===== config.mk =====
export PLATFORM = sky130hd
export DESIGN_NAME = iir_sample_sched
export DESIGN_NICKNAME = d
export VERILOG_FILES = /design/src/rtl/iir_pkg.sv /design/src/rtl/iir_sched_fifo.sv /design/src/rtl/iir_sample_sched.sv
export SDC_FILE = /design/constraint.sdc
export NUM_CORES = 1
export LEC_CHECK = 0
export BUFFER_PORTS_ARGS = -buffer_cell sky130_fd_sc_hd__buf_2
export CAP_MARGIN = 30
export CORE_ASPECT_RATIO = 1.2
export CORE_MARGIN = 8
export CORE_UTILIZATION = 57
export CTS_BUF_LIST = sky130_fd_sc_hd__clkbuf_2
export CTS_CLUSTER_SIZE = 30
export DETAILED_ROUTE_END_ITERATION = 10
export GPL_ROUTABILITY_DRIVEN = 0
export HOLD_SLACK_MARGIN = 0.02
export PLACE_DENSITY = 0.8
export SYNTH_ARGS = -nofsm -noshare
export SYNTH_HDL_FRONTEND = slang
export SYNTH_HIERARCHICAL = 1
export SYNTH_SLANG_ARGS = --single-unit

===== constraint.sdc =====
create_clock -name clk -period 3.87 [get_ports clk]
set_input_delay 0.387 -clock clk [delete_from_list [all_inputs] [get_ports clk]]
set_output_delay 0.387 -clock clk [all_outputs]
set_load 0.05 [all_outputs]

===== src/rtl/iir_pkg.sv =====
// iir_pkg: shared types and default sizes for the IIR sample scheduler.
package iir_pkg;

    typedef enum logic [1:0] {
        IDLE,
        ISSUE,
        WAIT,
        CAPTURE
    } state_t;

    localparam int DATA_WIDTH_DEF  = 32;
    localparam int OFIFO_DEPTH_DEF = 4;

endpackage


===== src/rtl/iir_sched_fifo.sv =====
// iir_sched_fifo: output FIFO; one extra pointer bit distinguishes full from empty.
module iir_sched_fifo
    import iir_pkg::*;
#(
    parameter int DATA_WIDTH = DATA_WIDTH_DEF,
    parameter int DEPTH      = OFIFO_DEPTH_DEF
) (
    input  logic                  clk,
    input  logic                  rst_n,
    input  logic                  i_push,
    input  logic                  i_pop,
    input  logic [DATA_WIDTH-1:0] i_data,
    output logic [DATA_WIDTH-1:0] o_data,
    output logic                  o_full,
    output logic                  o_empty
);

    localparam int AW = $clog2(DEPTH);

    logic [DATA_WIDTH-1:0] r_mem [DEPTH];
    logic [AW:0]           r_wptr;
    logic [AW:0]           r_rptr;
    logic                  w_push;
    logic                  w_pop;

    // A push into a full FIFO is accepted only when the head leaves in the same cycle.
    assign w_pop  = i_pop && !o_empty;
    assign w_push = i_push && (!o_full || w_pop);

    always_ff @(posedge clk or negedge rst_n) begin
        if (!rst_n) begin
            r_wptr <= '0;
            r_rptr <= '0;
        end else begin
            if (w_push) r_wptr <= r_wptr + 1'b1;
            if (w_pop) r_rptr <= r_rptr + 1'b1;
        end
    end

    always_ff @(posedge clk) begin
        if (w_push) r_mem[r_wptr[AW-1:0]] <= i_data;
    end

    assign o_empty = r_wptr == r_rptr;
    assign o_full  = r_wptr == {~r_rptr[AW], r_rptr[AW-1:0]};
    assign o_data  = r_mem[r_rptr[AW-1:0]];

endmodule


===== src/rtl/iir_sample_sched.sv =====
// iir_sample_sched: divider-paced sample scheduler around an external IIR datapath.
// Build option IIR_SCHED_STATS_EN enables saturating underrun/overrun counters.
module iir_sample_sched
    import iir_pkg::*;
#(
    parameter int DATA_WIDTH  = DATA_WIDTH_DEF,
    parameter int DIV_WIDTH   = 16,
    parameter int LATENCY     = 3,
    parameter int OFIFO_DEPTH = OFIFO_DEPTH_DEF
) (
    input  logic                  clk,
    input  logic                  rst_n,
    input  logic                  cfg_en,
    input  logic [DIV_WIDTH-1:0]  cfg_div,
    input  logic                  s_valid,
    output logic                  s_ready,
    input  logic [DATA_WIDTH-1:0] s_data,
    output logic [DATA_WIDTH-1:0] filt_x,
    output logic                  filt_valid,
    input  logic [DATA_WIDTH-1:0] filt_y,
    output logic                  m_valid,
    input  logic                  m_ready,
    output logic [DATA_WIDTH-1:0] m_data,
    output logic                  busy,
    output logic                  underrun,
    output logic                  overrun,
    output logic                  rate_err,
    input  logic                  stats_clr,
    output logic [15:0]           underrun_cnt,
    output logic [15:0]           overrun_cnt
);

    state_t                r_state;
    state_t                w_state_nxt;
    logic [DIV_WIDTH-1:0]  r_div_cnt;
    logic [DIV_WIDTH-1:0]  r_div_lim;
    logic [DIV_WIDTH-1:0]  w_div_lim;
    logic                  r_div_run;
    logic                  w_tick;
    logic [3:0]            r_wait;
    logic [DATA_WIDTH-1:0] r_filt_x;
    logic                  r_filt_valid;
    logic                  w_capture;
    logic                  w_push;
    logic                  w_pop;
    logic                  w_full;
    logic                  w_empty;
    logic [DATA_WIDTH-1:0] w_fifo_data;

    // The first period after enabling uses the live cfg_div; later periods use the value latched at the wrap.
    assign w_div_lim = r_div_run ? r_div_lim : cfg_div;
    assign w_tick    = cfg_en && (r_div_cnt == w_div_lim);

    always_ff @(posedge clk or negedge rst_n) begin
        if (!rst_n) begin
            r_div_cnt <= '0;
            r_div_lim <= '0;
            r_div_run <= 1'b0;
        end else if (!cfg_en) begin
            r_div_cnt <= '0;
            r_div_run <= 1'b0;
        end else begin
            r_div_run <= 1'b1;
            r_div_cnt <= w_tick ? '0 : r_div_cnt + 1'b1;
            if (w_tick || !r_div_run) r_div_lim <= cfg_div;
        end
    end

    always_ff @(posedge clk or negedge rst_n) begin
        if (!rst_n) begin
            r_state      <= IDLE;
            r_wait       <= '0;
            r_filt_x     <= '0;
            r_filt_valid <= 1'b0;
        end else begin
            r_state      <= w_state_nxt;
            r_filt_valid <= r_state == ISSUE;
            if (r_state == ISSUE) begin
                r_filt_x <= s_valid ? s_data : '0;
                r_wait   <= 4'(LATENCY);
            end else if (r_state == WAIT) begin
                r_wait <= r_wait - 4'd1;
            end
        end
    end

    always_comb begin
        w_state_nxt = r_state;
        s_ready     = 1'b0;
        underrun    = 1'b0;
        w_capture   = 1'b0;
        busy        = r_state != IDLE;
        case (r_state)
            IDLE:    w_state_nxt = w_tick ? ISSUE : IDLE;
            ISSUE: begin
                w_state_nxt = WAIT;
                s_ready     = 1'b1;
                underrun    = !s_valid;
            end
            WAIT:    w_state_nxt = (r_wait == 4'd1) ? CAPTURE : WAIT;
            CAPTURE: begin
                w_state_nxt = IDLE;
                w_capture   = 1'b1;
            end
        endcase
        rate_err = w_tick && busy;
    end

    assign filt_x     = r_filt_x;
    assign filt_valid = r_filt_valid;

    assign w_pop   = m_ready && !w_empty;
    assign w_push  = w_capture && (!w_full || w_pop);
    assign overrun = w_capture && w_full && !w_pop;
    assign m_valid = !w_empty;
    assign m_data  = w_empty ? '0 : w_fifo_data;

    iir_sched_fifo #(
        .DATA_WIDTH (DATA_WIDTH),
        .DEPTH      (OFIFO_DEPTH)
    ) u_fifo (
        .clk     (clk),
        .rst_n   (rst_n),
        .i_push  (w_push),
        .i_pop   (w_pop),
        .i_data  (filt_y),
        .o_data  (w_fifo_data),
        .o_full  (w_full),
        .o_empty (w_empty)
    );

`ifdef IIR_SCHED_STATS_EN
    logic [15:0] r_und_cnt;
    logic [15:0] r_ovr_cnt;

    always_ff @(posedge clk or negedge rst_n) begin
        if (!rst_n) begin
            r_und_cnt <= '0;
            r_ovr_cnt <= '0;
        end else if (stats_clr) begin
            r_und_cnt <= '0;
            r_ovr_cnt <= '0;
        end else begin
            if (underrun && !(&r_und_cnt)) r_und_cnt <= r_und_cnt + 16'd1;
            if (overrun && !(&r_ovr_cnt)) r_ovr_cnt <= r_ovr_cnt + 16'd1;
        end
    end

    assign underrun_cnt = r_und_cnt;
    assign overrun_cnt  = r_ovr_cnt;
`else
    logic w_unused_stats_clr;

    assign w_unused_stats_clr = stats_clr;
    assign underrun_cnt       = '0;
    assign overrun_cnt        = '0;
`endif

endmodule

# After elaboration in Yosys (flattened, before gate mapping)
# Memories as Yosys holds them, arrays and structs flattened.
# Index checks and enable logic that the tools add are counted.
# Widths: inputs -> output; s select.
classes:
  add_sub_neg: 4
  mux: 16
  bitwise: 1
  n_eq_ne: 7
  reduce_logical: 20
op_table:
  columns: ["cell", "n"]
  rows:
  - ["$mux 32", 2]
  - ["$mux 16", 3]
  - ["$add 16x1->16 const B", 1]
  - ["$eq 16x16->1", 1]
  - ["$logic_and 1x1->1", 8]
  - ["$mux 1", 8]
  - ["$mux 4", 2]
  - ["$pmux 2 s4", 1]
  - ["$add 3x1->3 const B", 2]
  - ["$eq 3x3->1", 2]
  - ["$logic_not 1->1", 5]
  - ["$eq 2x2->1 const B", 2]
  - ["$eq 4x1->1 const B", 1]
  - ["$reduce_bool 2->1", 2]
  - ["$sub 4x1->4 const B", 1]
  - ["$logic_or 1x1->1", 3]
  - ["$eq 2x1->1 const B", 1]
  - ["$logic_not 2->1", 1]
  - ["$reduce_and 2->1", 1]
  - ["$not 1->1", 1]
totals:
  register_bits: 78
  ramBits: 128
  in_bits: 86
  word_cells: 58
  mem_count: 1
memory_table:
  columns: ["memory", "words", "width", "read_ports", "rd_ports_with_merged_regs", "wr", "line", "text"]
  rows:
  - ["u_fifo.r_mem", 4, 32, 1, 0, 1, "iir_sched_fifo.sv:20", "logic [DATA_WIDTH-1:0] r_mem [DEPTH];"]

# Logic depth before layout (Yosys ltp)
depth:
  ltp_word: 8
  ltp_mapped: 12
  mapped_depth_nobuf: 9

# Cells and area by module
# The synthesis kept the hierarchy.
by_module_without_submodules:
  columns: ["module", "instances", "seq_area_each_um2", "area_per_inst_um2", "cells_per_inst"]
  rows:
  - ["iir_sched_fifo", 1, 3993.8, 5071.1, 214]
  - ["iir_sample_sched", 1, 1801.7, 4281.6, 429]

# Worst setup path before layout
# Ideal clock, no wire load.
synth_path:
  kind: "flip-flop to flip-flop"
  from: "register u_fifo.r_rptr[1]"
  to: "memory u_fifo/r_mem[0][0] (netlist bit) (enable)"
  setup_time_ns: 0.404
  arrival_time_ns: 3.074
  path_stages_with_launch: 12
  slack_ns: 0.392
  required_time_ns: 3.466
  path_cell_list: "dfrtp_1 buf_6 xor2_1 buf_2 or2_2 nor2_1 inv_1 nand2_1 inv_1 clkbuf_1 or4_4 and3_1"
synth_between:
  elab_chain_len: 8
synth_lines:
  columns: ["element", "line", "text"]
  rows:
  - ["start: declaration", "iir_sched_fifo.sv:22", "logic [AW:0] r_rptr;"]
  - ["start signal: assignment", "iir_sched_fifo.sv:36", "if (w_pop) r_rptr <= r_rptr + 1'b1;"]
  - ["$eq 3x3->1 *", "iir_sched_fifo.sv:44", "assign o_empty = r_wptr == r_rptr;"]
  - ["net w_empty", "iir_sample_sched.sv:47", "logic w_empty;"]
  - ["$logic_not 1->1 *", null, null]
  - ["net m_valid", "iir_sample_sched.sv:21", "output logic m_valid,"]
  - ["$logic_and 1x1->1 *", "iir_sample_sched.sv:112", "assign w_pop = m_ready && !w_empty;"]
  - ["net w_pop", "iir_sample_sched.sv:45", "logic w_pop;"]
  - ["$logic_or 1x1->1 or $logic_and 1x1->1 (tied branches)", "iir_sample_sched.sv:113, iir_sched_fifo.sv:27", null]
  - ["$logic_and 1x1->1 or $logic_or 1x1->1 (tied branches)", "iir_sample_sched.sv:113, iir_sched_fifo.sv:28", null]
  - ["$logic_and 1x1->1 *", "iir_sched_fifo.sv:28", "assign w_push = i_push && (!o_full || w_pop);"]
  - ["$mux 1 *", "iir_sched_fifo.sv:41", "if (w_push) r_mem[r_wptr[AW-1:0]] <= i_data;"]
  - ["$mux 1 (implied by the code) *", "iir_sched_fifo.sv:41", null]
  - ["end: declaration", "iir_sched_fifo.sv:20", null]
# Mark *: on every way through the listed nets, which the timed path passes. The rest lies on a longest branch.

# Final worst setup path
layout_path:
  from: "register r_div_run"
  to: "output rate_err"
layout_between:
  elab_chain_len: 4
layout_lines:
  columns: ["element", "line", "text"]
  rows:
  - ["start: declaration", "iir_sample_sched.sv:38", "logic r_div_run;"]
  - ["start signal: assignment", "iir_sample_sched.sv:58", "r_div_run <= 1'b0;"]
  - ["start signal: assignment", "iir_sample_sched.sv:61", "r_div_run <= 1'b0;"]
  - ["start signal: assignment", "iir_sample_sched.sv:63", "r_div_run <= 1'b1;"]
  - ["$mux 16", "iir_sample_sched.sv:51", "assign w_div_lim = r_div_run ? r_div_lim : cfg_div;"]
  - ["$eq 16x16->1", "iir_sample_sched.sv:52", "assign w_tick = cfg_en && (r_div_cnt == w_div_lim);"]
  - ["$logic_and 1x1->1", "iir_sample_sched.sv:52", null]
  - ["$logic_and 1x1->1", "iir_sample_sched.sv:106", "rate_err = w_tick && busy;"]
  - ["end: declaration", "iir_sample_sched.sv:27", "output logic rate_err,"]
# Every way passes these cells.

==> results by group <==
Yosys
  • Synthesis Warnings: 6
  • Synth cell types: 48
  • Synth Area in Compound Gates: 8.615%
  • Seq/Total Area, Yosys: 61.97%
  • Main combinational cell family by area after synthesis: multiplexers
  • Mux cell area share after synthesis: 9.779%
  • Post-synthesis simple-gate area fraction: 9.498%
  • Syn avg cell area: 14.55 µm²
  • Post-Syn Area: 9353 µm²
  • Adder-cell share of the synthesized area: 1.605%
  • Post-synthesis cell count: 643
  • Yosys reg bits: 206
  • XOR/XNOR Fraction of Synth Area: 3.278%

Critical path
  • WS Path Type: flip-flop to output port
  • Crit-path leading delay family: simple AND/OR/NAND/NOR gates
  • CP Cell Sequence: buf_6 -> mux2i_1 -> xnor2_1 -> or4_1 -> or4_1 -> nor3_1 -> clkbuf_4
  • R2R cell count: 7
  • Worst setup SP type: flip-flop
  • Reg2reg end: u_fifo/r_mem[2][27]$_DFFE_PP_
  • Crit end category: output port
  • Worst EP arrival: 3.30 ns
  • Crit path from: r_div_run$_DFF_PN0_
  • Buffer and inverter count on the worst path: 2
  • WP depth: 7
  • Crit-path slowest cell: dfrtp_2
  • Reg2reg setup slack: 0.64 ns
  • Worst stage delay on the critical path: 0.52 ns
  • Critical Path End: rate_err
  • Crit path max fanout: 20
  • Reg2Reg Launch Point: u_fifo/r_wptr[0]$_DFFE_PN0P_
  • Most frequent CP cell: or4_1
  • Worst Path Required: 3.48 ns

STA
  • Clk_skew: 0.05846 ns
  • Setup violations, final: 0
  • Unrepaired setup endpoints after global routing: no
  • PnR worst setup slack: 0.1862 ns
  • Final Cycle Share: 95.19%
  • Worst-Margin Slew: 0.8610 ns
  • Final Max Slew Viols: 0
  • Fin. Hold Viols: 0
  • Max_slew headroom: 42.60%
  • Setup Total Neg Slack: 0 ns
  • Crit path time final: 3.684 ns
  • F_max: 271.5 MHz

Global routing
  • Largest net degree at the start of global routing: 79
  • Vias in the first global route: 6,959
  • GR Util All Layers: 20.31%
  • First-pass GRT wire length: 34,340 µm
  • GRT overflow: 0
  • Initial antenna violation count: 1

Run
  • Max cap viols: 0

CTS
  • Post-CTS Setup Bufs: 0
  • Clock Sinks: 206
  • H-tree levels: 2
  • Cts bufs inserted: 48
  • CTS tree: built
  • Clock buffer depth: 3
  • Clock slew at reported path FFs: 0.10 ns
  • Skew-Pair Late Insertion Delay: 0.74 ns
  • Clk root buf: clkbuf_2

Finish
  • Share of cells above drive strength 1: 31.95%
  • Layout fillers: 1,133
  • Total Nets Final: 1,002
  • Fin area: 11,500 µm²
  • Most common library cell in the layout ignoring fill and taps: buf_2
  • Most frequent cells in the layout: buf_2 (153), edfxtp_1 (128), dlygate4sd3_1 (83)
  • Area growth, synth to finish: 22.94%

Drt
  • DRC: 0
  • Drt first-iter violations: 371
  • Routed Antenna Nets: 0
  • Vias post-DR: 6,334
  • Drt pass-1 iters: 4
  • Vias per Instance: 5.479
  • Wirelength per Cell: 18.47 µm
  • Routed wire length: 21,350 µm

Place
  • Placement Cell Area: 10,170 µm²
  • Pre-CTS WS: 0.7012 ns
  • Hpwl dp: 13,480 µm
  • PortBufs: 155

Floorplan
  • Initial Util: 57.93%
  • Height of the die: 156.3 µm
  • Row cnt: 51
  • Core Box Area: 16,140 µm²
  • Die area: 20,780 µm²
  • I/O pin count: 189
  • Die X: 132.9 µm

Outcome
  • Status: finished clean

Power and ir drop
  • Worst IR Drop VDD: 299.8 µV
  • Leakage power: 4.765 nW
  • Cell Pwr Density: 536.6 nW/µm²

Hold path
  • Hold Crit Start: s_valid
  • Min-Delay Path Class: input pin to flip-flop
what timing repair did:
action | in CTS | in global routing
setup endpoints to repair | 1 | 1
endpoints found under the hold margin | 255 | 5
gates cloned | 0 | 0
hold buffers | 82 | 1
gates resized for setup | 1 | 2
worst register-to-register path: stages, from the launching register on:
cell and delay (ns):
dfrtp_1 0.44, xor2_1 0.48, or2_2 0.23, nor2_2 0.04, inv_1 0.07, nand2_1 0.07, a21boi_0 0.63, and3_2 0.92
state kept, by name, indices dropped and copies added, names as in the netlist:
signal / cells
r_state: 2
u_fifo/r_rptr: 3
filt_valid: 1
r_div_lim: 16
r_wait: 4
u_fifo/r_mem: 128
r_div_run: 1
u_fifo/r_wptr: 3
filt_x: 32
r_div_cnt: 16
how the worst min path moves through the flow:
stage,to,slack [ns],depth (start not counted)
floorplan,filt_valid$_DFF_PN0_,0.09,0
global placement,r_wait[3]$_DFFE_PN0P_,0.47,1
detailed placement,r_wait[3]$_DFFE_PN0P_,0.49,1
CTS,u_fifo/r_rptr[2]$_DFFE_PN0P_,0.17,5
global route,filt_x[22]$_DFFE_PN0P_,0.15,3
finish,filt_x[22]$_DFFE_PN0P_,0.22,3
through the flow:
stage                     hold slack (ns)  utilization (%)  total power [mW]  std cells
after floorplan                   0.09141                -             4.361        674
after global placement             0.4744            62.98             4.806        981
after detailed placement           0.4867            62.98             4.843        981
after CTS                          0.1658            70.75             6.247       1151
after global routing               0.1538            71.22             6.492       1156
final                              0.2245            71.22             6.170       1156
final cells by class:
type	instances	area [µm²]	share of cell area, %
flip-flops and latches	206	5798	50.42
multi-input cells	384	3192	27.76
repair buffers	252	1760	15.31
clock buffers	76	380.4	3.308
well taps	212	265.3	2.307
clock inverters	12	52.55	0.4570
inverters	12	45.04	0.3917
diodes	2	5.005	0.04353
metal layers:
| layer | up-vias | wire [µm] | global-route usage (%) |
|---|---|---|---|
| met5 | - | 0 | 0 |
| met4 | 0 | 798 | 9.588 |
| met3 | 77 | 917 | 4.330 |
| met2 | 193 | 11680 | 37.80 |
| met1 | 3133 | 7962 | 21.38 |
| li1 | 2931 | - | - |
synth_stat cells, drive strengths merged:
| cell type | n | area, µm² |
|---|---|---|
| edfxtp | 128 | 3844 |
| dfrtp | 78 | 1952 |
| buf | 44 | 337.8 |
| nor2b | 33 | 206.5 |
| a22o | 32 | 280.3 |
| mux4 | 32 | 720.7 |
| nand2 | 31 | 116.4 |
| clkbuf | 28 | 105.1 |
| xor2 | 23 | 201.4 |
| and2 | 18 | 112.6 |
| nor3 | 18 | 90.09 |
| o41ai | 18 | 165.2 |
| o211ai | 17 | 172.7 |
| mux2i | 16 | 160.2 |
| a21oi | 15 | 75.07 |
| nor3b | 15 | 112.6 |
| ha | 12 | 150.1 |
| xnor2 | 12 | 105.1 |
| inv | 11 | 41.29 |
| nor2 | 11 | 41.29 |
| nand4 | 9 | 56.30 |
| and3 | 8 | 50.05 |
| o21ai | 5 | 25.02 |
| or4 | 5 | 45.04 |
| mux2 | 3 | 33.78 |
| nand3 | 3 | 15.01 |
| o31ai | 3 | 22.52 |
| a22oi | 2 | 15.01 |
| nand3b | 2 | 15.01 |
| a2111o | 1 | 11.26 |
| a21boi | 1 | 7.510 |
| a31oi | 1 | 6.260 |
| and4 | 1 | 8.760 |
| clkinv | 1 | 3.750 |
| conb | 1 | 3.750 |
| nor4 | 1 | 12.51 |
| o21a | 1 | 7.510 |
| o311ai | 1 | 8.760 |
| o31a | 1 | 8.760 |
| or2 | 1 | 6.260 |
report_power, final:
part / total, mW / internal, mW / switching, mW
Clock: 1.32 / 0.517 / 0.805
Combinational: 2.39 / 0.774 / 1.62
Sequential: 2.45 / 2.40 / 0.0527
Total: 6.17 / 3.69 / 2.48
kinds of logic (layout without fill, tap and decap cells):
group	count (synthesis)	count (layout)
fa+ha+maj	12	12
xor+xnor	35	35
flops	206	206
buf+inv	84	352
compound gates	98	98
simple gates	156	156
other cells	1	34
mux	51	51
(Power assumes the default switching activity.)
